===== config.mk =====
export PLATFORM = sky130hd
export DESIGN_NAME = apb0_reg_slave
export DESIGN_NICKNAME = d
export VERILOG_FILES = /design/src/rtl/apb0_reg_slave.sv
export SDC_FILE = /design/constraint.sdc
export NUM_CORES = 1
export LEC_CHECK = 0
export CAP_MARGIN = 20
export CORE_ASPECT_RATIO = 2
export CORE_MARGIN = 2
export CORE_UTILIZATION = 63
export CTS_CLUSTER_SIZE = 24
export DETAILED_ROUTE_END_ITERATION = 16
export PLACE_DENSITY = 0.85
export SLEW_MARGIN = 10
export SYNTH_ARGS = -nofsm -noshare
export SYNTH_HDL_FRONTEND = slang
export SYNTH_SLANG_ARGS = --single-unit

===== constraint.sdc =====
create_clock -name i_pclk -period 7.25 [get_ports i_pclk]
set_input_delay 1.45 -clock i_pclk [delete_from_list [all_inputs] [get_ports i_pclk]]
set_output_delay 1.45 -clock i_pclk [all_outputs]
set_load 0.02 [all_outputs]

===== src/rtl/apb0_reg_slave.sv =====
// APB completer for apb0: read-only ID, byte-strobed scratch words and a sticky W1C
// event STATUS register, with programmable wait states and PSLVERR on illegal accesses.
`timescale 1ns/1ps
module apb0_reg_slave #(
   parameter int unsigned NUM_REGS    = 8,
   parameter int unsigned WAIT_CYCLES = 2,
   parameter logic [31:0] ID_VALUE    = 32'h0A5B_0001,
   parameter bit          PRIV_ONLY   = 1'b0
) (
   input  logic        i_pclk,
   input  logic        i_prst,
   input  logic        i_psel,
   input  logic        i_penable,
   input  logic [31:0] i_paddr,
   input  logic        i_pwrite,
   input  logic [31:0] i_pwdata,
   input  logic [3:0]  i_pstrb,
   input  logic [2:0]  i_pprot,
   input  logic [7:0]  i_evt,
   output logic        o_pready,
   output logic        o_pslverr,
   output logic [31:0] o_prdata,
   output logic        o_irq
);
   localparam int unsigned IW       = $clog2(NUM_REGS);
   localparam logic [5:0]  STAT_IDX = 6'(NUM_REGS - 1);

   typedef enum logic [1:0] {ST_IDLE, ST_WAIT, ST_DONE} state_t;

   state_t      r_state, w_state_nxt;
   logic [3:0]  r_cnt;
   logic [5:0]  r_idx;
   logic        r_write, r_err;
   logic [3:0]  r_strb;
   logic [31:0] r_wdata;
   logic [31:0] r_bank [NUM_REGS];
   logic [7:0]  r_status;
   logic        r_pready, r_pslverr, r_irq;
   logic [31:0] r_prdata;

   logic        w_setup, w_access, w_live_err;
   logic        w_enter_done, w_commit, w_rd_err, w_rd_write;
   logic [5:0]  w_rd_idx;
   logic [31:0] w_rdata;
   logic [7:0]  w_clr;
   logic        w_unused;

   assign w_setup    = i_psel & ~i_penable;
   assign w_access   = i_psel & i_penable;
   assign w_live_err = ({26'd0, i_paddr[7:2]} >= NUM_REGS)
                     | (i_pwrite & (i_paddr[7:2] == '0))
                     | (PRIV_ONLY & ~i_pprot[0]);
   assign w_unused   = ^{i_paddr[31:8], i_paddr[1:0], i_pprot[2:1]};

   always_ff @(posedge i_pclk) begin
      if (i_prst) begin
         r_state <= ST_IDLE;
         r_cnt   <= '0;
      end else begin
         r_state <= w_state_nxt;
         if (r_state == ST_IDLE && w_setup)
            r_cnt <= 4'(WAIT_CYCLES);
         else if (r_state == ST_WAIT && w_access)
            r_cnt <= r_cnt - 4'd1;
      end
   end

   always_comb begin
      w_state_nxt = r_state;
      case (r_state)
         ST_IDLE: if (w_setup) w_state_nxt = (WAIT_CYCLES == 0) ? ST_DONE : ST_WAIT;
         ST_WAIT: begin
            if (!i_psel)
               w_state_nxt = ST_IDLE;
            else if (i_penable && r_cnt == 4'd1)
               w_state_nxt = ST_DONE;
         end
         ST_DONE: if (!i_psel || i_penable) w_state_nxt = ST_IDLE;
         default: w_state_nxt = ST_IDLE;
      endcase
   end

   // A zero-wait transfer enters DONE on the setup edge, so decode the live bus there.
   always_comb begin
      w_enter_done = (r_state != ST_DONE) && (w_state_nxt == ST_DONE);
      w_commit     = (r_state == ST_DONE) & w_access & r_write & ~r_err;
      w_rd_idx     = (r_state == ST_IDLE) ? i_paddr[7:2] : r_idx;
      w_rd_write   = (r_state == ST_IDLE) ? i_pwrite : r_write;
      w_rd_err     = (r_state == ST_IDLE) ? w_live_err : r_err;
      w_rdata      = '0;
      if (!w_rd_err && !w_rd_write) begin
         if (w_rd_idx == '0)
            w_rdata = ID_VALUE;
         else if (w_rd_idx == STAT_IDX)
            w_rdata = {24'd0, r_status};
         else
            w_rdata = r_bank[w_rd_idx[IW-1:0]];
      end
      w_clr = '0;
      if (w_commit && r_idx == STAT_IDX && r_strb[0])
         w_clr = r_wdata[7:0];
   end

   always_ff @(posedge i_pclk) begin
      if (i_prst) begin
         r_idx   <= '0;
         r_write <= 1'b0;
         r_strb  <= '0;
         r_wdata <= '0;
         r_err   <= 1'b0;
      end else if (r_state == ST_IDLE && w_setup) begin
         r_idx   <= i_paddr[7:2];
         r_write <= i_pwrite;
         r_strb  <= i_pstrb;
         r_wdata <= i_pwdata;
         r_err   <= w_live_err;
      end
   end

   always_ff @(posedge i_pclk) begin
      if (i_prst) begin
         r_pready  <= 1'b0;
         r_pslverr <= 1'b0;
         r_prdata  <= '0;
         r_irq     <= 1'b0;
      end else begin
         r_pready <= (w_state_nxt == ST_DONE);
         r_irq    <= |r_status;
         if (w_enter_done) begin
            r_pslverr <= w_rd_err;
            r_prdata  <= w_rdata;
         end else if (w_state_nxt != ST_DONE) begin
            r_pslverr <= 1'b0;
            r_prdata  <= '0;
         end
      end
   end

   // Event set has priority over a coincident W1C clear.
   always_ff @(posedge i_pclk) begin
      if (i_prst) begin
         for (int unsigned i = 0; i < NUM_REGS; i++)
            r_bank[i] <= '0;
         r_status <= '0;
      end else begin
         r_status <= (r_status & ~w_clr) | i_evt;
         if (w_commit && r_idx != '0 && r_idx < STAT_IDX)
            for (int unsigned b = 0; b < 4; b++)
               if (r_strb[b])
                  r_bank[r_idx[IW-1:0]][8*b +: 8] <= r_wdata[8*b +: 8];
      end
   end

   assign o_pready  = r_pready;
   assign o_pslverr = r_pslverr;
   assign o_prdata  = r_prdata;
   assign o_irq     = r_irq;
endmodule

==> results of run 1 <==
## power groups by stage
stage / combinational [W] / clock (W) / sequential [W]
CTS: 0.000289 / 0.00161 / 0.00226
global placement: 0.000280 / 0 / 0.00230
floorplan: 0.000190 / 0 / 0.00229
detailed placement: 0.000287 / 0 / 0.00231
global route: 0.000320 / 0.00169 / 0.00227
finish: 0.000295 / 0.00161 / 0.00226
## critical path, stage by stage
cell	delay, ns
clkdlybuf4s50_1	0.58
or3b_1	0.55
nand2_2	0.79
mux2i_1	0.26
o21ai_0	0.11
nor4_1	0.78
o31ai_1	0.15
## final timing paths
path	slack, ns	cells after the start	endpoint
worst max-delay path	2.97	7	o_prdata[3]$_SDFFE_PP0P_
worst min-delay path	0.45	2	o_prdata[10]$_SDFFE_PP0P_
worst max register to register	3.77	6	o_prdata[3]$_SDFFE_PP0P_
worst min register to register	0.45	2	o_prdata[10]$_SDFFE_PP0P_
## cells in the final DEF (no fill, tap or decap), types with 17 or more instances in the layout
master           instances
dfxtp_1                 93
edfxtp_1               256
or2_2                   25
mux2i_1                 17
clkdlybuf4s50_1         88
nand4_1                 18
clkbuf_16               29
conb_1                  64
nor2_1                  49
o21ai_0                 18
and2_1                 195
nand3_1                 72
nand2_1                318
a21oi_1                 88
## through the flow
step	worst slack, ns	utilization	std cells	hold WS (ns)	total power (W)
floorplan	3.90	-	1424	0.436	0.00248
global placement	2.53	0.694	1732	0.434	0.00258
detailed placement	2.49	0.694	1732	0.439	0.00259
CTS	3.06	0.736	1785	0.455	0.00417
global route	2.91	0.738	1787	0.481	0.00428
finish	2.97	0.738	1787	0.450	0.00417
## layer usage
metal / track usage / vias to the layer above / share of wire
met1: 0.302 / 5088 / 0.33
met3: 0.0347 / 140 / 0.056
li1: - / 4907 / -
met4: 0.185 / 0 / 0.065
met2: 0.545 / 420 / 0.55
met5: 0 / - / 0
## logic make-up (layout without fill, tap and decap cells)
kind of cell | Yosys count | count (layout) | synth area share
AO/OA/AOI/OAI | 159 | 159 | 0.0639
XOR/XNOR | 3 | 3 | 0.00176
adder cells (fa/ha/maj) | 2 | 2 | 0.00168
buffers and inverters | 78 | 158 | 0.0257
flip-flops | 349 | 349 | 0.640
multiplexers | 33 | 33 | 0.0234
other | 1 | 64 | 0.000251
AND/OR/NAND/NOR | 736 | 736 | 0.243
## final cells by class
class                   count  area [µm²]  share of cell area
flip-flops and latches    349        9550               0.557
repair buffers            102        1010              0.0589
well taps                 283         354              0.0207
multi-input cells         997        5250               0.306
inverters                   3        11.3            0.000657
clock inverters            20         223              0.0130
clock buffers              33         741              0.0432
## registers in the layout, summed over array words and instances, names as in the netlist
| name | flops |
|---|---|
| r_bank | 256 |
| o_prdata | 32 |
| r_wdata | 32 |
| r_status | 8 |
| r_idx | 6 |
| r_cnt | 4 |
| r_strb | 4 |
| r_state | 2 |
| o_irq | 1 |
| o_pready | 1 |
| o_pslverr | 1 |
| r_err | 1 |
| r_write | 1 |
==> impl_metrics.py, run 1 <==
metrics = {
    "global_routing": {
        "first_global_vias": 10848,
        "grt_overflow": 0,
        "grt_max_degree": 73,
        "antenna_found_initial": 0,
        "grt_use_total": 0.292,
        "grt_pass1_wl_um": 56300,
    },
    "clocking": {
        "cts_setup_buffers": 0,
        "clockBufferDepth": 3,
        "clock-root-buffer": "clkbuf_16",
        "hold_buffers": 0,
        "clk_pin_slew_ns": 0.07,
        "clkSinkCount": 349,
        "htree_levels": 1,
        "cts_made_buffers": 29,
        "clkLatencyLatePin_ns": 0.56,
        "tritoncts": "done",
        "cts_resized": 0,
    },
    "die": {
        "io_pins": 119,
        "rows": 79,
        "start_util": 0.642,
        "die_area_um2": 25000,
        "dieHeight_um": 222,
        "die_w_um": 113,
        "core_area_um2": 23200,
    },
    "synthesis": {
        "synth_common_cells": "nand2_1 (318), edfxtp_1 (256), and2_1 (195)",
        "netlist.area_leader.share": 0.516,
        "syn_area_per_cell_um2": 11.0,
        "synth_flop_cell": "edfxtp_1",
        "synth.most_common_cell": "nand2_1",
        "async_reset_ff_frac": 0,
        "synth.area.top_cells": "edfxtp_1 (52%), dfxtp_1 (12%), and2_1 (8.2%)",
        "synth-edff-count": 256,
        "synth-seq-cells": 349,
        "ys_seq_area_frac": 0.640,
        "syn_inst": 1361,
        "synth_area_um2": 14900,
        "ys_warn_count": 0,
        "synth_area_leader_cell": "edfxtp_1",
        "synth_cell_types": 60,
    },
    "timing": {
        "finClkSkew_ns": 0.0144,
        "hold_viol": 0,
        "slew_headroom": 0.326,
        "drv_slew": 0,
        "period_share": 0.590,
        "setup_tns_ns": 0,
        "rsz0062_at_grt": "false",
        "setup_viol": 0,
        "period_needed_ns": 4.28,
        "fmax_mhz": 234,
        "tightest_slew_ns": 1.01,
    },
    "power_and_ir_drop": {
        "p_switching_w": 0.000936,
        "pwr-share-clk": 0.386,
        "powerDensity_nw_per_um2": 243,
        "combPwrFrac": 0.071,
        "seqPwrFrac": 0.543,
        "leakagePower_nw": 6.35,
        "p_sw_frac": 0.224,
        "power.internal_w": 0.00323,
        "ir_drop_v": 0.000221,
    },
    "setup_path": {
        "r2r_start": "r_state[1]$_SDFF_PP0_",
        "startpoint": "i_paddr[2]",
        "cp.arrival_ns": 4.69,
        "cp_max_fo": 42,
        "crit_type": "input pin to flop",
        "end_kind": "flop",
        "cp.required_ns": 7.66,
        "worstSetupStartpointType": "input pin",
    },
    "placed_design": {
        "gp_congestion": 0.899,
        "post_dp_cell_area_um2": 16100,
        "dpl.hpwl_um": 25000,
        "place.port_buffers": 89,
    },
    "final_layout": {
        "fin_nets": 1568,
        "antenna_cells": 0,
        "n_fill_cell": 1517,
        "drive_gt1_frac": 0.0798,
        "final_cell_area_um2": 17100,
        "layout-area-overhead-vs-synth_pct": 14.9,
    },
    "route": {
        "dr_total_vias": 10555,
        "first_iter_violations": 845,
        "wl_um": 36700,
        "wl_per_cell_um": 20.5,
        "postRouteAntennaNets": 0,
        "drc": 0,
        "drt-pass1-iter-count": 5,
        "vias_per_cell": 5.91,
    },
    "status": {
        "outcome": "finished clean",
    },
    "min_path": {
        "hold_path_class": "flop to flop",
        "min_from": "o_prdata[10]$_SDFFE_PP0P_",
    },
    "job": {
        "drv_cap": 0,
    },
}
Power figures use the tool's default switching activity.
==> run 2, diff against run 1 <==
--- a/config.mk
+++ b/config.mk
@@ -8,10 +8,10 @@
 export CAP_MARGIN = 20
 export CORE_ASPECT_RATIO = 2
 export CORE_MARGIN = 2
-export CORE_UTILIZATION = 63
+export CORE_UTILIZATION = 58
 export CTS_CLUSTER_SIZE = 24
 export DETAILED_ROUTE_END_ITERATION = 16
-export PLACE_DENSITY = 0.85
+export PLACE_DENSITY = 0.8
 export SLEW_MARGIN = 10
 export SYNTH_ARGS = -nofsm -noshare
 export SYNTH_HDL_FRONTEND = slang
==> constraint.sdc (replaced) <==
create_clock -name i_pclk -period 4.3 [get_ports i_pclk]
set_input_delay 0.86 -clock i_pclk [delete_from_list [all_inputs] [get_ports i_pclk]]
set_output_delay 0.86 -clock i_pclk [all_outputs]
set_load 0.02 [all_outputs]
==> run 2 against run 1 <==
Worst setup slack worse by 1.8 ns. Combinational power is 65% higher. Sequential share of layout area shrank 0.74 points. Utilization fell by 5.5 points. Via count decreased by 0.38%. Critical path type unchanged. Largest cell class unchanged.
==> impl_metrics.py, run 2 (synthesized netlist as in run 1, its figures left out) <==
metrics = {
    "status": {
        "outcome": "finished clean",
    },
    "setup_path": {
        "cp.arrival_ns": 3.43,
        "cp_cell_sequence": "clkdlybuf4s50_1 > and4b_1 > nand4b_1 > nor4_1 > nand2_1 > nor2_1 > or2_2",
        "crit_buf_inv": 1,
        "rrSetupSlack_ns": 1.42,
        "cp_slowest_cell": "clkdlybuf4s50_1",
        "r2r_start": "r_state[0]$_SDFF_PP0_",
        "slowest_delay_ns": 0.59,
        "crit_type": "input pin to flop",
        "end_kind": "flop",
        "cp_top_family": "simple AND/OR/NAND/NOR gates",
        "cp_max_fo": 9,
        "cp.required_ns": 4.56,
        "reg2reg_to": "o_prdata[25]$_SDFFE_PP0P_",
        "crit_path_end": "r_bank[4][9]$_SDFFCE_PN0P_",
        "worstSetupStartpointType": "input pin",
        "reg2reg_depth": 7,
        "startpoint": "i_psel",
        "path_depth": 7,
    },
    "global_routing": {
        "grtUsageMet2": 0.435,
        "antenna_found_initial": 0,
        "busiest_layer": "met2",
        "grt_pass1_wl_um": 53200,
        "grtUsageMet3": 0.0296,
        "grt_max_degree": 97,
        "first_global_vias": 10472,
        "grt_use_total": 0.247,
        "grt_overflow": 0,
        "use_met1": 0.308,
    },
    "final_layout": {
        "fin_nets": 1587,
        "drive_gt1_frac": 0.0945,
        "final_common_cell": "nand2_1",
        "final_util": 0.682,
        "layout-area-overhead-vs-synth_pct": 16.4,
        "regArea_um2": 9550,
        "multi_input_area_um2": 5260,
        "largest_reg_flops": 256,
        "regMostFlops": "r_bank",
        "layout_common_cells": "nand2_1 (318), edfxtp_1 (256), and2_1 (195)",
        "n_fill_cell": 1842,
        "antenna_cells": 0,
    },
    "route": {
        "drc": 0,
        "drt-pass1-iter-count": 5,
        "vias_per_cell": 5.64,
        "postRouteAntennaNets": 0,
        "dr_total_vias": 10515,
        "wl_um": 33400,
        "first_iter_violations": 788,
        "wl_per_cell_um": 17.9,
    },
    "clocking": {
        "clkLatencyLatePin_ns": 0.57,
        "hold_buffers": 0,
        "clock-root-buffer": "clkbuf_16",
        "cts_made_buffers": 29,
        "cts_setup_buffers": 0,
        "cts_resized": 0,
        "clockBufferDepth": 3,
        "clkSinkCount": 349,
        "htree_levels": 1,
        "tritoncts": "done",
        "clk_pin_slew_ns": 0.07,
    },
    "die": {
        "die_w_um": 117,
        "core_area_um2": 25400,
        "start_util": 0.586,
        "io_pins": 119,
        "die_area_um2": 27100,
        "rows": 83,
        "dieHeight_um": 231,
    },
    "timing": {
        "period_needed_ns": 3.17,
        "finClkSkew_ns": 0.0148,
        "hold_viol": 0,
        "fmax_mhz": 315,
        "rsz0062_at_grt": "false",
        "period_share": 0.738,
        "setup_tns_ns": 0,
        "layout_setup_ws_ns": 1.13,
        "setup_viol": 0,
        "tightest_slew_ns": 0.985,
        "slew_headroom": 0.343,
        "drv_slew": 0,
    },
    "placed_design": {
        "gp_congestion": 0.850,
        "place.port_buffers": 89,
        "dpl_worst_slack_ns": 0.458,
        "dpl.hpwl_um": 22600,
    },
    "power_and_ir_drop": {
        "powerDensity_nw_per_um2": 402,
        "ir_drop_v": 0.000327,
        "leakagePower_nw": 6.46,
    },
    "min_path": {
        "min_path_cells": 2,
        "hold_path_class": "flop to flop",
        "min_from": "r_idx[5]$_SDFFE_PP0P_",
    },
    "job": {
        "drv_cap": 0,
    },
}
run 2: cell types whose count changed in the layout (fill, tap and decap cells not counted), sizes merged:
cell,previous run,this run
inv,3,4
buf,14,33
clkbuf,33,31
clkinvlp,2,5
bufinv,5,4
run 2: how the worst min path moves through the flow:
stage               slack [ns]                        end
CTS                       0.46      r_idx[5]$_SDFFE_PP0P_
finish                    0.46      r_idx[5]$_SDFFE_PP0P_
detailed placement        0.45  o_prdata[11]$_SDFFE_PP0P_
floorplan                 0.44      r_idx[4]$_SDFFE_PP0P_
global route              0.48  o_prdata[23]$_SDFFE_PP0P_
global placement          0.44  o_prdata[23]$_SDFFE_PP0P_
run 2: tightest hold or removal path, delay by kind of cell (launching register included):
family             cells  cell delay, ns
and+or+nand+nor        1            0.05
DFF                    1            0.31
AOI/OAI and AO/OA      1            0.05
run 2: final cells by class:
class | count | area share
inverters | 3 | 0.000649
flip-flops and latches | 349 | 0.550
clock inverters | 23 | 0.0130
repair buffers | 121 | 0.0664
well taps | 340 | 0.0245
multi-input cells | 997 | 0.303
clock buffers | 31 | 0.0428
run 2: metrics by stage:
| step | power (W) | cells | hold WS [ns] | instance area, µm² |
|---|---|---|---|---|
| 6_report | 0.00699 | 1864 | 0.457 | 17400 |
| 5_1_grt | 0.00719 | 1864 | 0.479 | 17400 |
| 4_1_cts | 0.00700 | 1862 | 0.457 | 17300 |
| 3_5_place_dp | 0.00436 | 1808 | 0.447 | 16400 |
| 3_3_place_gp | 0.00434 | 1808 | 0.438 | 16400 |
| 2_1_floorplan | 0.00417 | 1424 | 0.436 | 15100 |
run 2: report_power, final:
group          internal, W  total (W)  leakage (nW)  switching (W)
registers          0.00374    0.00382          3.37      0.0000732
logic             0.000176   0.000488          2.62       0.000312
clock network      0.00149    0.00268         0.467        0.00119
run 2: routing by layer:
| layer | wire (µm) | part of all wire |
|---|---|---|
| met3 | 2210 | 0.066 |
| met1 | 13100 | 0.39 |
| met5 | 0 | 0 |
| met2 | 17000 | 0.51 |
| met4 | 1160 | 0.035 |
